File: config.mk
export PLATFORM = sky130hd
export DESIGN_NAME = wb_stage_ctrl
export DESIGN_NICKNAME = d
export VERILOG_FILES = /design/src/rtl/wb_stage_ctrl_pkg.sv /design/src/rtl/wb_stage_ctrl_load_extend.sv /design/src/rtl/wb_stage_ctrl.sv
export SDC_FILE = /design/constraint.sdc
export NUM_CORES = 1
export LEC_CHECK = 0
export BUFFER_PORTS_ARGS = -buffer_cell sky130_fd_sc_hd__buf_4
export CAP_MARGIN = 15
export CORE_ASPECT_RATIO = 1.5
export CORE_MARGIN = 2
export CORE_UTILIZATION = 55
export DETAILED_ROUTE_END_ITERATION = 8
export GPL_ROUTABILITY_DRIVEN = 0
export PLACE_DENSITY_LB_ADDON = 0.12
export SYNTH_ARGS = -nofsm -noshare
export SYNTH_HDL_FRONTEND = slang
export SYNTH_SLANG_ARGS = --single-unit
export TNS_END_PERCENT = 1
File: constraint.sdc
create_clock -name clk -period 3.9 [get_ports clk]
set_input_delay 0.78 -clock clk [delete_from_list [all_inputs] [get_ports clk]]
set_output_delay 0.78 -clock clk [all_outputs]
set_load 0.01 [all_outputs]
File: src/rtl/wb_stage_ctrl_pkg.sv
// riscv_wb_pkg: writeback select codes, load funct3 codes and FSM states.
// Rev 1.0
`default_nettype none

package riscv_wb_pkg;

  typedef enum logic [2:0] {
    WB_PC4   = 3'b000,
    WB_ALU   = 3'b001,
    WB_AUIPC = 3'b010,
    WB_LOAD  = 3'b011,
    WB_CSR   = 3'b100,
    WB_LUI   = 3'b111
  } wb_sel_e;

  localparam logic [2:0] F3_LB  = 3'b000;
  localparam logic [2:0] F3_LH  = 3'b001;
  localparam logic [2:0] F3_LW  = 3'b010;
  localparam logic [2:0] F3_LD  = 3'b011;
  localparam logic [2:0] F3_LBU = 3'b100;
  localparam logic [2:0] F3_LHU = 3'b101;
  localparam logic [2:0] F3_LWU = 3'b110;

  typedef enum logic [0:0] {
    IDLE      = 1'b0,
    WAIT_LOAD = 1'b1
  } wb_state_e;

endpackage

`default_nettype wire

File: src/rtl/wb_stage_ctrl_load_extend.sv
// load_extend: selects the byte/half/word lane of a memory word and sign/zero-extends it.
// Rev 1.0
`default_nettype none

module load_extend
  import riscv_wb_pkg::*;
#(
  parameter  int XLEN  = 32,
  localparam int OFF_W = $clog2(XLEN/8)
) (
  input  logic [XLEN-1:0]  rdata,
  input  logic [2:0]       funct3,
  input  logic [OFF_W-1:0] off,
  output logic [XLEN-1:0]  result
);

  logic [OFF_W-1:0] half_off;
  logic [XLEN-1:0]  byte_sh;
  logic [XLEN-1:0]  half_sh;
  logic [7:0]       byte_v;
  logic [15:0]      half_v;
  logic [XLEN-1:0]  word_sx;
  logic [XLEN-1:0]  word_zx;
  logic [XLEN-1:0]  dword;

  // Half lanes ignore offset bit 0; misaligned cases never reach this stage.
  assign half_off = {off[OFF_W-1:1], 1'b0};
  assign byte_sh  = rdata >> {off, 3'b000};
  assign half_sh  = rdata >> {half_off, 3'b000};
  assign byte_v   = byte_sh[7:0];
  assign half_v   = half_sh[15:0];

  if (XLEN == 64) begin : g_x64
    logic [31:0] word_v;
    assign word_v  = off[OFF_W-1] ? rdata[XLEN-1:XLEN/2] : rdata[XLEN/2-1:0];
    assign word_sx = {{32{word_v[31]}}, word_v};
    assign word_zx = {32'b0, word_v};
    assign dword   = rdata;
  end else begin : g_x32
    // On RV32 LD and LWU collapse onto a plain LW.
    assign word_sx = rdata;
    assign word_zx = rdata;
    assign dword   = rdata;
  end

  always_comb begin
    result = word_sx;
    case (funct3)
      F3_LB:   result = {{(XLEN-8){byte_v[7]}}, byte_v};
      F3_LH:   result = {{(XLEN-16){half_v[15]}}, half_v};
      F3_LW:   result = word_sx;
      F3_LD:   result = dword;
      F3_LBU:  result = {{(XLEN-8){1'b0}}, byte_v};
      F3_LHU:  result = {{(XLEN-16){1'b0}}, half_v};
      F3_LWU:  result = word_zx;
      default: result = word_sx;
    endcase
  end

endmodule

`default_nettype wire

File: src/rtl/wb_stage_ctrl.sv
// wb_stage_ctrl: registered RISC-V writeback stage with late-load wait, flush and forwarding outputs.
// Rev 1.0
`default_nettype none

module wb_stage_ctrl
  import riscv_wb_pkg::*;
#(
  parameter  int XLEN  = 32,
  parameter  int RA_W  = 5,
  localparam int OFF_W = $clog2(XLEN/8)
) (
  input  logic             clk,
  input  logic             rst_n,
  input  logic             in_valid,
  output logic             in_ready,
  input  logic [2:0]       in_sel,
  input  logic [XLEN-1:0]  in_pc,
  input  logic [XLEN-1:0]  in_alu,
  input  logic [XLEN-1:0]  in_imm,
  input  logic [XLEN-1:0]  in_csr,
  input  logic [RA_W-1:0]  in_rd,
  input  logic             in_we,
  input  logic [2:0]       in_funct3,
  input  logic [OFF_W-1:0] in_off,
  input  logic             flush,
  input  logic             mem_rvalid,
  input  logic [XLEN-1:0]  mem_rdata,
  output logic             rf_we,
  output logic [RA_W-1:0]  rf_waddr,
  output logic [XLEN-1:0]  rf_wdata,
  output logic             pend_valid,
  output logic [RA_W-1:0]  pend_rd
);

  wb_state_e        state;
  logic             ld_we;
  logic [2:0]       ld_funct3;
  logic [OFF_W-1:0] ld_off;
  logic [XLEN-1:0]  sel_data;
  logic [XLEN-1:0]  ld_data;
  logic             accept;

  assign in_ready = (state == IDLE);
  assign accept   = in_valid & in_ready & ~flush;

  always_comb begin
    sel_data = in_alu;
    case (in_sel)
      WB_PC4:   sel_data = in_pc + XLEN'(4);
      WB_AUIPC: sel_data = in_pc + in_imm;
      WB_CSR:   sel_data = in_csr;
      WB_LUI:   sel_data = in_imm;
      default:  sel_data = in_alu;
    endcase
  end

  load_extend #(.XLEN(XLEN)) u_load_extend (
    .rdata  (mem_rdata),
    .funct3 (ld_funct3),
    .off    (ld_off),
    .result (ld_data)
  );

  // pend_rd doubles as the latched load destination.
  always_ff @(posedge clk or negedge rst_n) begin
    if (!rst_n) begin
      state      <= IDLE;
      rf_we      <= 1'b0;
      rf_waddr   <= '0;
      rf_wdata   <= '0;
      pend_valid <= 1'b0;
      pend_rd    <= '0;
      ld_we      <= 1'b0;
      ld_funct3  <= '0;
      ld_off     <= '0;
    end else begin
      rf_we <= 1'b0;
      case (state)
        IDLE: begin
          if (accept) begin
            if (in_sel == WB_LOAD) begin
              state      <= WAIT_LOAD;
              pend_valid <= 1'b1;
              pend_rd    <= in_rd;
              ld_we      <= in_we;
              ld_funct3  <= in_funct3;
              ld_off     <= in_off;
            end else begin
              rf_we    <= in_we & (in_rd != '0);
              rf_waddr <= in_rd;
              rf_wdata <= sel_data;
            end
          end
        end
        WAIT_LOAD: begin
          if (flush) begin
            state      <= IDLE;
            pend_valid <= 1'b0;
          end else if (mem_rvalid) begin
            state      <= IDLE;
            pend_valid <= 1'b0;
            rf_we      <= ld_we & (pend_rd != '0);
            rf_waddr   <= pend_rd;
            rf_wdata   <= ld_data;
          end
        end
        default: state <= IDLE;
      endcase
    end
  end

endmodule

`default_nettype wire
# Word-level counts from Yosys, hierarchy flattened

Index checks and enable logic that the tools add are counted.

$add $sub $neg: 2
Equality and inequality tests: 13
Shift-type cells: 2
Muxes and demuxes: 27
Bitwise operators: 6
Reduce and logical (&&, ||, !) cells: 7

Operators by type and width:

| kind                  | count |
|---|---|
| $pmux 32 s4           | 2 |
| $mux 32               | 4 |
| $pmux 32 s2           | 1 |
| $add 32x3->32 const B | 1 |
| $add 32x32->32        | 1 |
| $shr 32x5->16         | 1 |
| $shr 32x5->8          | 1 |
| $mux 5                | 4 |
| $eq 3x3->1 const B    | 4 |
| $mux 1                | 12 |
| $pmux 5 s2            | 1 |
| $reduce_bool 5->1     | 2 |
| $eq 3x2->1 const B    | 2 |
| $logic_not 3->1       | 2 |
| $ne 2x2->1 const B    | 3 |
| $pmux 1 s2            | 3 |
| $reduce_and 3->1      | 2 |
| $and 1x1->1           | 4 |
| $ne 2x1->1 const B    | 2 |
| $reduce_and 4->1      | 1 |
| $eq 3x1->1 const B    | 1 |
| $ne 3x3->1 const B    | 1 |
| $not 1->1             | 2 |

Bits in registers: 51
Input port bits: 179
Logic and storage cells: 66

# Longest topological paths before layout

Gate-level depths: netlist of the first run.

Depth in word-level cells: 5
Depth in mapped cells: 12

# Modules after synthesis

Synthesis of the first run repeated with hierarchy kept, for this count alone.

Cells, all modules: 841
Area total of the unflattened synthesis: 6,436.2 µm²

Modules (own cells, without submodules):

| module        | times used | cells an instance | area each (µm²) |
|---|---|---|---|
| wb_stage_ctrl | 1          | 723               | 5,636.7 |
| load_extend   | 1          | 118               | 799.5 |

# Worst setup path after synthesis of the first run

No wires, ideal clock.

Kind: input -> register
From: in in_pc[0]
To: reg rf_wdata[18]
Library setup time: 0.104 ns
Arrival: 2.970 ns
Setup slack: 0.826 ns
Cell stages on the path: 12
Path buffers: 0
Path through: ha_1 inv_1 fa_1 nor2b_1 o31ai_2 o21a_1 o21ai_1 a31oi_1 o31ai_1 xor2_1 o21ai_0 a221oi_1

Cells in the longest elaborated chain, start to end: 5
Elaborated cells between the ends (all ways): 6

RTL lines:

| item                                                   | line                                     | source |
|---|---|---|
| from (decl)                                            | wb_stage_ctrl.sv:17                      | `input logic [XLEN-1:0] in_pc,` |
| $add 32x32->32 / $add 32x3->32 (equally long branches) | wb_stage_ctrl.sv:50, wb_stage_ctrl.sv:49 |  |
| $pmux 32 s4 *                                          | wb_stage_ctrl.sv:48                      | `case (in_sel)` |
| $mux 32 *                                              | wb_stage_ctrl.sv:81                      | `if (in_sel == WB_LOAD) begin` |
| $mux 32 *                                              | wb_stage_ctrl.sv:80                      | `if (accept) begin` |
| $pmux 32 s2 *                                          | wb_stage_ctrl.sv:78                      | `case (state)` |
| to (signal assigned)                                   | wb_stage_ctrl.sv:91                      | `rf_wdata <= sel_data;` |
| to (signal assigned)                                   | wb_stage_ctrl.sv:104                     | `rf_wdata <= ld_data;` |
| to (decl)                                              | wb_stage_ctrl.sv:30                      | `output logic [XLEN-1:0] rf_wdata,` |

Every way passes the cells marked *; elsewhere a longest branch is shown, timed or not. The select of a mux whose other input is x is not followed.
A chain may end at the register's enable or synchronous reset.

# Final worst setup path of the first run

From: in in_pc[3]
To: reg rf_wdata[19]

The elaborated chain is that of the path after synthesis.

==> results.md, run 1 <==
- Run status: finished, final reports clean
- Tmin final: 3.20 ns
- TritonCTS clock tree: done
- DRC violations left: 0
- Seq/Total Area, Yosys: 21.2%
- Most common library cell in the layout ignoring fill and taps: buf_4
- Share of Yosys cell area claimed by the top area cell type: 21.2%
- CTS Buf Count: 5
- Switching power: 919 µW
- Final Non-Filler Cells: 1,141
- DRT iter0 DRCs: 645
- GR Layer Usage met3: 4.13%
- Area of the mapped netlist: 6020 µm²
- Worst clock skew on the final layout: 0.00636 ns
- Design internal power: 1.48 mW
- Max-cap violations: 0
- Mean cell area of the mapped netlist: 7.58 µm²
- Diode count: 0
- Worst-case hold path end point: rf_wdata[11]$_DFFE_PN0P_
- Most used cells in the layout excluding fill and tap cells: buf_4 (240), nand2_1 (85), a21oi_1 (77)
- Global-route wire length before repair: 35,600 µm
- Max Freq: 313 MHz
- Hold path depth: 2
- Required time of the critical path: 4.06 ns
- Portion of total power attributed to sequential cells: 30.2%
- Total iterations of the first detailed-routing run: 5
- Most common flop cell mapped by yosys: dfrtp_1
- YS warnings: 0
- Layout cells sized above 1: 28.4%
- Antenna violations before repair: 0
- Floorplan core area: 10,600 µm²
- Number of placed I/O pins: 224
- Switching power share of the total: 38.3%
- Via density: 6.50
- Maximum number of pins on one net before global-route repair: 52
- Logic gate share of total power: 48.3%
- Post-CTS setup buffer count: 0
- Post-layout nets: 1,208
- Die Height: 132 µm
- Post-route design area: 8020 µm²
- Type of destination of the critical path: register
- Placement Rows: 46
- Number of cells traversed by the worst register-to-register path: 8
- Maximum level of the CTS H-tree: 2
- Critical path launch point type: primary input
- Cell area power density: 300 nW/µm²
- Worst-skew pair later-pin latency: 0.30 ns
- Area growth from synthesis to layout: 33.3%
- Area taken by multi-input logic gates: 4510 µm²
- Relative slew margins: 51.4%
- Via count of the first global-routing pass: 7,093
- Number of placed instances with taps included: 1,133
- All-Layer GR Usage: 38.3%
- Endpoint of the most critical register-to-register path: rf_wdata[30]$_DFFE_PN0P_
- Final setup violation count: 0
- Post-Synthesis Cells: 794
- Cell area reported after detailed placement: 7850 µm²
- Pleak: 3.57 nW
- Leftover overflow at the end of global routing: 0
- Final count of pins violating max slew: 0
- Number of resized instances in the post-cts repair step: 0
- Clk slew on worst S/H paths: 0.07 ns
- Biggest area contributors in the synthesized netlist: dfrtp_1 (21%), ha_1 (6.7%), a21oi_1 (6.5%)
- Vias: 7,411
- Full die area: 11,800 µm²
- Biggest fanout along the worst timing path: 5
- Post-DP HPWL: 18,200 µm
- Endpoint arrival time on the critical path: 3.36 ns
- Synth Net Count: 1,006
- Hold_sp: rf_wdata[11]$_DFFE_PN0P_
- Reg-to-reg setup timing slack: 1.20 ns
- Clk sink count: 51
- Crit Reg-Reg Startpoint: ld_off[1]$_DFFE_PN0P_
- Filler Cells Inserted: 898
- End-of-flow core utilization: 75.7%
- Transition time at the pin with the least slew margin: 0.730 ns
- Area occupied by registers: 1280 µm²
- Hold violation total from the final report: 0
- CP Class: primary input to register
- Count of hold-fix buffers inserted at cts: 0
- Met2 usage: 63.2%
- Post-route antenna net violation count: 0
- Count of flip-flops with a built-in enable after synthesis: 0
- Post-synthesis sequential element count: 51
- Worst hold-check slack: 0.479 ns
- Final period utilization: 82.0%
- Total negative setup slack: 0 ns
- RSZ-0062 raised after global routing: false
- Root buf cell: clkbuf_16
- Met1 Use GR: 48.7%
- Count of cell types in the netlist: 64
- Maximum vdd drop: 0.195 mV
- Maximum count of clock buffers along a single path: 2
- Width of the chip: 89.4 µm
- Number of I/O port buffers: 223
- Post-synthesis async set-or-reset flop share: 100%
- Hold WC Path Type: register to register
- Highest-utilization routing layer at the global route stage: met2
- Routed length per placed instance: 20.2 µm
- Post-synthesis cell type with the largest combined area: dfrtp_1
- Clock power frac: 21.5%
- Aggregate routed wire length: 23,100 µm
- Initial Utilization: 56.8%
metrics by stage:
step,power [mW],setup slack [ns]
global route,2.54,0.535
detailed placement,1.87,0.489
finish,2.40,0.703
global placement,1.85,0.511
CTS,2.39,0.780
floorplan,1.36,0.826
flip-flops by register name, summed over array words and instances (netlist names):
name	cells
rf_wdata	32
pend_rd	5
rf_waddr	5
ld_funct3	3
ld_off	2
ld_we	1
pend_valid	1
rf_we	1
state	1
cell type report:
class / count / area share [%]
clock buffers: 5 / 1.56
well taps: 144 / 2.25
clock inverters: 3 / 0.577
repair buffers: 241 / 22.7
multi-input cells: 681 / 56.2
inverters: 16 / 0.749
flip-flops and latches: 51 / 15.9
how the worst max path moves through the flow:
stage,start,to,depth (start not counted)
2_1_floorplan,in_pc[0],rf_wdata[18]$_DFFE_PN0P_,12
3_3_place_gp,in_pc[0],rf_wdata[18]$_DFFE_PN0P_,13
3_5_place_dp,in_pc[0],rf_wdata[18]$_DFFE_PN0P_,13
4_1_cts,in_pc[0],rf_wdata[18]$_DFFE_PN0P_,13
5_1_grt,in_pc[0],rf_wdata[20]$_DFFE_PN0P_,13
6_report,in_pc[3],rf_wdata[19]$_DFFE_PN0P_,11
critical path: stages:
cell and delay, ns:
buf_4 0.13, ha_1 0.35, a21o_1 0.17, a21oi_1 0.16
nand2_1 0.13, a211o_1 0.32, o21ai_1 0.32, o21ai_0 0.19
xor2_1 0.17, a2111oi_0 0.54, nor3_1 0.10
logic make-up (layout without fill, tap and decap cells):
kind of cell / count (synthesis) / in the layout / share of synthesized area (%)
adders and majority gates: 33 / 33 / 6.99
and+or+nand+nor: 254 / 254 / 19.6
DFF: 51 / 51 / 21.2
buffers and inverters: 62 / 265 / 3.95
AOI/OAI and AO/OA: 301 / 301 / 33.1
muxes: 43 / 43 / 7.86
xor gates and xnor gates: 50 / 50 / 7.28
power groups by stage:
stage / sequential (mW) / combinational, mW / clock (mW)
2_1_floorplan: 0.745 / 0.619 / 0
3_3_place_gp: 0.731 / 1.12 / 0
3_5_place_dp: 0.734 / 1.13 / 0
4_1_cts: 0.724 / 1.14 / 0.520
5_1_grt: 0.740 / 1.26 / 0.539
6_report: 0.726 / 1.16 / 0.515
Yosys cell counts (3+ instances only):
cell	instances
a211o_1	4
a31oi_1	16
nor2b_1	6
a221o_1	4
o31ai_1	10
ha_1	32
nand3_1	18
a21oi_1	78
o2111ai_1	5
a21o_1	11
o21a_1	14
nor3_1	23
mux2_2	24
mux2i_1	18
nand2b_1	8
o311ai_0	3
o221ai_1	13
and2_1	4
and4_1	3
a22o_1	9
o21bai_1	4
a21boi_0	5
buf_2	4
nand2_1	85
o22ai_1	29
xnor2_1	25
o211ai_1	13
nor2_1	73
clkbuf_1	30
o211a_1	3
dfrtp_1	51
buf_1	12
a221oi_1	18
o21ai_0	42
and3_1	6
o21ai_1	5
nand4_1	10
xor2_1	25
inv_1	16
metal layers:
metal / up-vias / routed length (µm)
met5: - / 0
met4: 0 / 1220
met3: 83 / 2120
met2: 478 / 11100
met1: 3429 / 8640
li1: 3421 / -
Power figures use the tool's default switching activity.
==> run 2, diff against run 1 <==
--- a/config.mk
+++ b/config.mk
@@ -9,7 +9,7 @@
 export CAP_MARGIN = 15
 export CORE_ASPECT_RATIO = 1.5
 export CORE_MARGIN = 2
-export CORE_UTILIZATION = 55
+export CORE_UTILIZATION = 51
 export DETAILED_ROUTE_END_ITERATION = 8
 export GPL_ROUTABILITY_DRIVEN = 0
 export PLACE_DENSITY_LB_ADDON = 0.12
==> constraint.sdc (replaced) <==
create_clock -name clk -period 3.29 [get_ports clk]
set_input_delay 0.658 -clock clk [delete_from_list [all_inputs] [get_ports clk]]
set_output_delay 0.658 -clock clk [all_outputs]
set_load 0.01 [all_outputs]
==> run 2 against run 1 <==
  * Combinational power up 24%
  * Clock-buffer cell count is the same
  * Register-to-register slack got worse by 0.33 ns
  * Total power up 18%
  * Cell area rose by 2.4%
  * Sequential share of layout area shrank 0.38 points
  * Worst setup slack worse by 0.47 ns
  * Critical path depth stayed put
  * Largest power group unchanged
  * Clock skew fell by 0.00051 ns
==> results.md, run 2 (synthesized netlist as in run 1, its figures left out) <==
- Hold WC Path Type: primary input to asynchronous set/reset pin
- Top metal layer carrying routed signals: met4
- Maximum count of clock buffers along a single path: 2 (unchanged)
- Post-layout nets: 1,237 (+2.4%)
- Maximum vdd drop: 0.221 mV (+14%)
- Global-route wire length before repair: 36,000 µm (+1.0%)
- Root buf cell: clkbuf_16
- Antenna violations before repair: 0 (unchanged)
- TritonCTS clock tree: done
- Aggregate routed wire length: 23,600 µm (+2.2%)
- Worst-skew pair later-pin latency: 0.30 ns (about the same)
- Max Freq: 328 MHz
- Final setup violation count: 0 (unchanged)
- Final count of pins violating max slew: 0 (unchanged)
- Required time of the critical path: 3.45 ns (-0.61 ns)
- Vias: 7,483 (+0.97%)
- Routed length per placed instance: 20.0 µm (-0.89%)
- Largest registers: rf_wdata x32, pend_rd x5, rf_waddr x5
- Tmin final: 3.05 ns
- Max-cap violations: 0 (unchanged)
- Diode count: 0 (unchanged)
- Maximum level of the CTS H-tree: 2 (unchanged)
- Leftover overflow at the end of global routing: 0 (unchanged)
- Transition time at the pin with the least slew margin: 0.691 ns (-0.0390 ns)
- Register containing the most flip-flops in the final layout: rf_wdata
- Max FFs per register: 32 (unchanged)
- Placement Rows: 48 (+4.3%)
- Via count of the first global-routing pass: 7,040 (-0.75%)
- DRT iter0 DRCs: 681 (+5.6%)
- Met3 wirelength from detailed routing: 2380 µm (+12%)
- DRC violations left: 0 (unchanged)
- WL met1: 8650 µm (about the same)
- Endpoint arrival time on the critical path: 3.22 ns (-0.14 ns)
- End-of-flow core utilization: 71.3% (-4.5 points)
- Total iterations of the first detailed-routing run: 6 (+1)
- RSZ-0062 raised after global routing: false
- Number of I/O port buffers: 223 (unchanged)
- Post-CTS setup buffer count: 0 (unchanged)
- Critical path launch point type: primary input
- Post-layout power: 2.83 mW (+18%)
- CTS Buf Count: 5 (unchanged)
- Area growth from synthesis to layout: 36.6%
- Most common library cell in the layout ignoring fill and taps: buf_4
- Post-route antenna net violation count: 0 (unchanged)
- Crit Reg-Reg Startpoint: ld_funct3[0]$_DFFE_PN0P_
- All-Layer GR Usage: 36.2% (-2.0 points)
- Count of hold-fix buffers inserted at cts: 0 (unchanged)
- Pleak: 3.70 nW (+3.6%)
- Maximum number of pins on one net before global-route repair: 52 (unchanged)
- Final period utilization: 92.8%
- Floorplan core area: 11,500 µm² (+8.9%)
- Full die area: 12,700 µm² (+7.5%)
- Clk slew on worst S/H paths: 0.07 ns (about the same)
- Crit path launch: in_pc[1]
- Width of the chip: 92.7 µm (+3.7%)
- Die Height: 137 µm (+3.7%)
- Via density: 6.36 (-2.0%)
- Amount of wire on met2 after detailed routing: 11,200 µm (+1.0%)
- Run status: finished, final reports clean
- Filler Cells Inserted: 1,025 (+14%)
- Type of destination of the critical path: register
- Relative slew margins: 54.0% (+2.6 points)
- Worst hold-check slack: 0.384 ns (-0.0958 ns)
- Post-DP HPWL: 19,200 µm (+5.2%)
- Total negative setup slack: 0 ns (unchanged)
- Clk sink count: 51 (unchanged)
- Layout cells sized above 1: 30.4% (+2.0 points)
- Number of cells traversed by the worst register-to-register path: 7 (-1)
- Hold violation total from the final report: 0 (unchanged)
- Number of resized instances in the post-cts repair step: 0 (unchanged)
- Biggest fanout along the worst timing path: 4 (-1)
- Number of placed I/O pins: 224 (unchanged)
- CP Class: primary input to register
- Initial Utilization: 52.2% (-4.6 points)
- Worst clock skew on the final layout: 0.00585 ns (-0.000510 ns)
- Most used cells in the layout excluding fill and tap cells: buf_4 (270), nand2_1 (85), a21oi_1 (77)
- Cell area power density: 345 nW/µm² (+15%)
run 2: layout make-up:
| class | count | area [µm²] | share of cell area (%) |
|---|---|---|---|
| multi-input cells | 681 | 4510 | 54.9 |
| repair buffers | 270 | 2030 | 24.7 |
| flip-flops and latches | 51 | 1280 | 15.5 |
| well taps | 150 | 188 | 2.28 |
| clock buffers | 5 | 125 | 1.52 |
| inverters | 16 | 60.1 | 0.731 |
| clock inverters | 3 | 28.8 | 0.350 |
run 2: final timing paths:
check,to,slack (ns)
max,rf_wdata[19]$_DFFE_PN0P_,0.24
min reg2reg,rf_wdata[11]$_DFFE_PN0P_,0.48
max in group asynchronous,rf_wdata[28]$_DFFE_PN0P_,2.45
min,rf_wdata[7]$_DFFE_PN0P_,0.38
max reg2reg,rf_wdata[30]$_DFFE_PN0P_,0.87
min in group clk,rf_wdata[11]$_DFFE_PN0P_,0.48
run 2: routing by layer:
metal,global-route usage [%],up-vias
met1,44.4,3445
met4,19.8,0
li1,-,3472
met5,0,-
met3,4.46,82
met2,61.7,484
run 2: report_power, final:
group	internal, mW	switching (mW)	total (mW)
logic	0.679	0.756	1.44
clock network	0.291	0.256	0.547
registers	0.751	0.101	0.852
run 2: worst max-delay path, cell delays in order:
cell       delay, ns
buf_4           0.12
ha_1            0.28
a21oi_1         0.21
nand4b_1        0.17
nand2_1         0.13
a211o_1         0.33
o21ai_1         0.29
o21ai_0         0.17
xor2_1          0.16
a2111oi_0       0.59
nor3_1          0.10
run 2: stage by stage:
step / cell area (µm²) / worst slack [ns] / cells
after floorplan: 6020 / 0.338 / 794
after global placement: 8060 / 0.0423 / 1168
after detailed placement: 8060 / 0.000501 / 1168
after CTS: 8220 / 0.301 / 1176
after global routing: 8220 / 0.0350 / 1176
final: 8220 / 0.237 / 1176
==> run 3, diff against run 2 <==
--- a/config.mk
+++ b/config.mk
@@ -9,7 +9,8 @@
 export CAP_MARGIN = 15
 export CORE_ASPECT_RATIO = 1.5
 export CORE_MARGIN = 2
-export CORE_UTILIZATION = 51
+export CORE_UTILIZATION = 52
+export CTS_BUF_LIST = sky130_fd_sc_hd__clkbuf_4 sky130_fd_sc_hd__clkbuf_8
 export DETAILED_ROUTE_END_ITERATION = 8
 export GPL_ROUTABILITY_DRIVEN = 0
 export PLACE_DENSITY_LB_ADDON = 0.12
==> run 3 against run 2 <==
  * Wire length shrank 0.37%
  * Critical path depth is the same
  * First-iteration DRC count shrank 22%
  * Critical endpoint unchanged
==> results.md, run 3 (synthesized netlist as in run 1, its figures left out) <==
- Post-layout nets: 1,228 (-0.73%)
- Initial Utilization: 52.7% (+0.55 points)
- CP Class: primary input to register
- Relative slew margins: 50.8% (-3.2 points)
- Worst clock skew on the final layout: 0.00721 ns (+0.00136 ns)
- Smallest setup slack after layout: 0.249 ns (+0.0121 ns)
- Layout cells sized above 1: 29.9% (-0.52 points)
- Diode count: 0 (unchanged)
- Most common library cell in the layout ignoring fill and taps: buf_4
- Final period utilization: 92.4% (-0.37 points)
- Logic gate share of total power: 51.3% (+0.7 points)
- Max-cap violations: 0 (unchanged)
- All-Layer GR Usage: 36.5% (+0.28 points)
- Maximum count of clock buffers along a single path: 2 (unchanged)
- DRC violations left: 0 (unchanged)
- Final setup violation count: 0 (unchanged)
- Reg-to-reg setup timing slack: 0.49 ns (-0.38 ns)
- Required time of the critical path: 3.48 ns (+0.03 ns)
- Routed length per placed instance: 20.1 µm (+0.39%)
- Switching power: 1.08 mW (-3.0%)
- Largest registers: rf_wdata x32, pend_rd x5, rf_waddr x5
- Global-route wire length before repair: 35,600 µm (-0.96%)
- Most used cells in the layout excluding fill and tap cells: buf_4 (259), nand2_1 (85), a21oi_1 (77)
- Vias: 7,411 (-0.96%)
- Max Freq: 329 MHz (+0.40%)
- Number of buffer and inverter stages on the critical path: 1 (unchanged)
- Total iterations of the first detailed-routing run: 5 (-1)
- Maximum number of pins on one net before global-route repair: 52 (unchanged)
- DRT iter0 DRCs: 531 (-22%)
- Clk sink count: 51 (unchanged)
- Clk slew on worst S/H paths: 0.10 ns (+0.03 ns)
- Transition time at the pin with the least slew margin: 0.739 ns (+0.0480 ns)
- Tmin final: 3.04 ns (-0.0121 ns)
- Via density: 6.35 (-0.20%)
- Hold violation total from the final report: 0 (unchanged)
- Worst-skew pair later-pin latency: 0.32 ns (+0.02 ns)
- Hold WC Path Type: primary input to asynchronous set/reset pin
- Register containing the most flip-flops in the final layout: rf_wdata
- Critical path launch point type: primary input
- Post-DP HPWL: 18,800 µm (-2.0%)
- Width of the chip: 91.8 µm (-0.92%)
- TritonCTS clock tree: done
- Leftover overflow at the end of global routing: 0 (unchanged)
- Portion of total power attributed to sequential cells: 31.4% (+1.3 points)
- CP max-delay cell: a2111oi_0
- Cell area power density: 338 nW/µm² (-2.1%)
- Biggest fanout along the worst timing path: 5 (+1)
- Area growth from synthesis to layout: 35.4%
- Root buf cell: clkbuf_8
- CTS Buf Count: 5 (unchanged)
- Full die area: 12,500 µm² (-1.9%)
- Crit path launch: in_pc[6]
- Floorplan core area: 11,400 µm² (-1.0%)
- Number of placed instances with taps included: 1,159 (-0.77%)
- Clock power frac: 17.3% (-2.0 points)
- Design internal power: 1.67 mW (-2.9%)
- Setup slack at placement: -0.0159 ns (-0.0164 ns)
- Type of destination of the critical path: register
- Number of I/O port buffers: 223 (unchanged)
- Number of placed I/O pins: 224 (unchanged)
- Final Non-Filler Cells: 1,167 (-0.77%)
- Aggregate routed wire length: 23,500 µm (-0.37%)
- Pleak: 3.65 nW (-1.3%)
- Max FFs per register: 32 (unchanged)
- Final count of pins violating max slew: 0 (unchanged)
- Switching power share of the total: 39.3% (about the same)
- Post-CTS setup buffer count: 0 (unchanged)
- Critical Path Max Stage Delay: 0.56 ns (-0.03 ns)
- Antenna violations before repair: 0 (unchanged)
- Top cell family by delay on the critical path: compound AO/OA/AOI/OAI gates
- Crit Reg-Reg Startpoint: ld_off[1]$_DFFE_PN0P_
- Placement Rows: 48 (unchanged)
- Post-route antenna net violation count: 0 (unchanged)
- Maximum vdd drop: 0.185 mV (-16%)
- Endpoint arrival time on the critical path: 3.23 ns (about the same)
- RSZ-0062 raised after global routing: false
- Run status: finished, final reports clean
- Via count of the first global-routing pass: 6,986 (-0.77%)
- Maximum level of the CTS H-tree: 2 (unchanged)
- Number of cells traversed by the worst register-to-register path: 9 (+2)
- List of cells traversed by the critical path: buf_4, ha_1, a21oi_1, o22ai_1, nor2b_1, a211o_1, o21ai_1, o21ai_0, xor2_1, a2111oi_0, nor3_1
- Die Height: 136 µm (-0.94%)
- Endpoint of the most critical register-to-register path: rf_wdata[24]$_DFFE_PN0P_
- End-of-flow core utilization: 71.4% (+0.14 points)
==> run 3: cell count changes in the layout (fill, tap and decap cells not counted), sizes merged <==
cell    before  now
buf        270  261
clkinv       2    0
bufinv       0    1
clkbuf       5    6
==> run 3: power groups by stage <==
stage / combinational [mW] / clock (mW) / sequential (mW)
final: 1.41 / 0.476 / 0.865
after floorplan: 0.734 / 0 / 0.883
after global routing: 1.52 / 0.505 / 0.881
after global placement: 1.36 / 0 / 0.871
after CTS: 1.38 / 0.479 / 0.864
after detailed placement: 1.38 / 0 / 0.877
==> run 3: through the flow <==
stage	hold WS (ns)	instance area (µm²)	power [mW]	TNS (ns)
after floorplan	0.362	6020	1.62	0
after global placement	0.466	8020	2.23	0
after detailed placement	0.467	8020	2.26	-0.0159
after CTS	0.382	8140	2.73	0
after global routing	0.401	8150	2.91	0
final	0.358	8150	2.75	0
==> run 3: how the worst max path moves through the flow <==
stage / end / cells after the start
floorplan: rf_wdata[18]$_DFFE_PN0P_ / 12
global placement: rf_wdata[18]$_DFFE_PN0P_ / 13
detailed placement: rf_wdata[18]$_DFFE_PN0P_ / 13
CTS: rf_wdata[18]$_DFFE_PN0P_ / 13
global route: rf_wdata[18]$_DFFE_PN0P_ / 13
finish: rf_wdata[19]$_DFFE_PN0P_ / 11
==> run 3: layout make-up <==
cell class	instances	area, µm²
clock buffers	6	82.6
clock inverters	2	38.8
fillers	996	3260
inverters	16	60.1
multi-input cells	681	4520
flip-flops and latches	51	1280
well taps	150	188
repair buffers	261	1980
==> run 3: layer usage <==
layer  part of all wire [%]  vias up  GRT usage (%)
met5                      0        -              0
met4                    5.5        0           19.1
met3                    9.0       86           3.78
met2                     48      462           62.6
met1                     38     3409           45.1
li1                       -     3454              -
==> run 3: timing repair <==
| action | 4_1_cts | 5_1_grt |
|---|---|---|
| resized for setup | 0 | 1 |
| setup endpoints to repair | 0 | 1 |
| hold buffers | 0 | 0 |
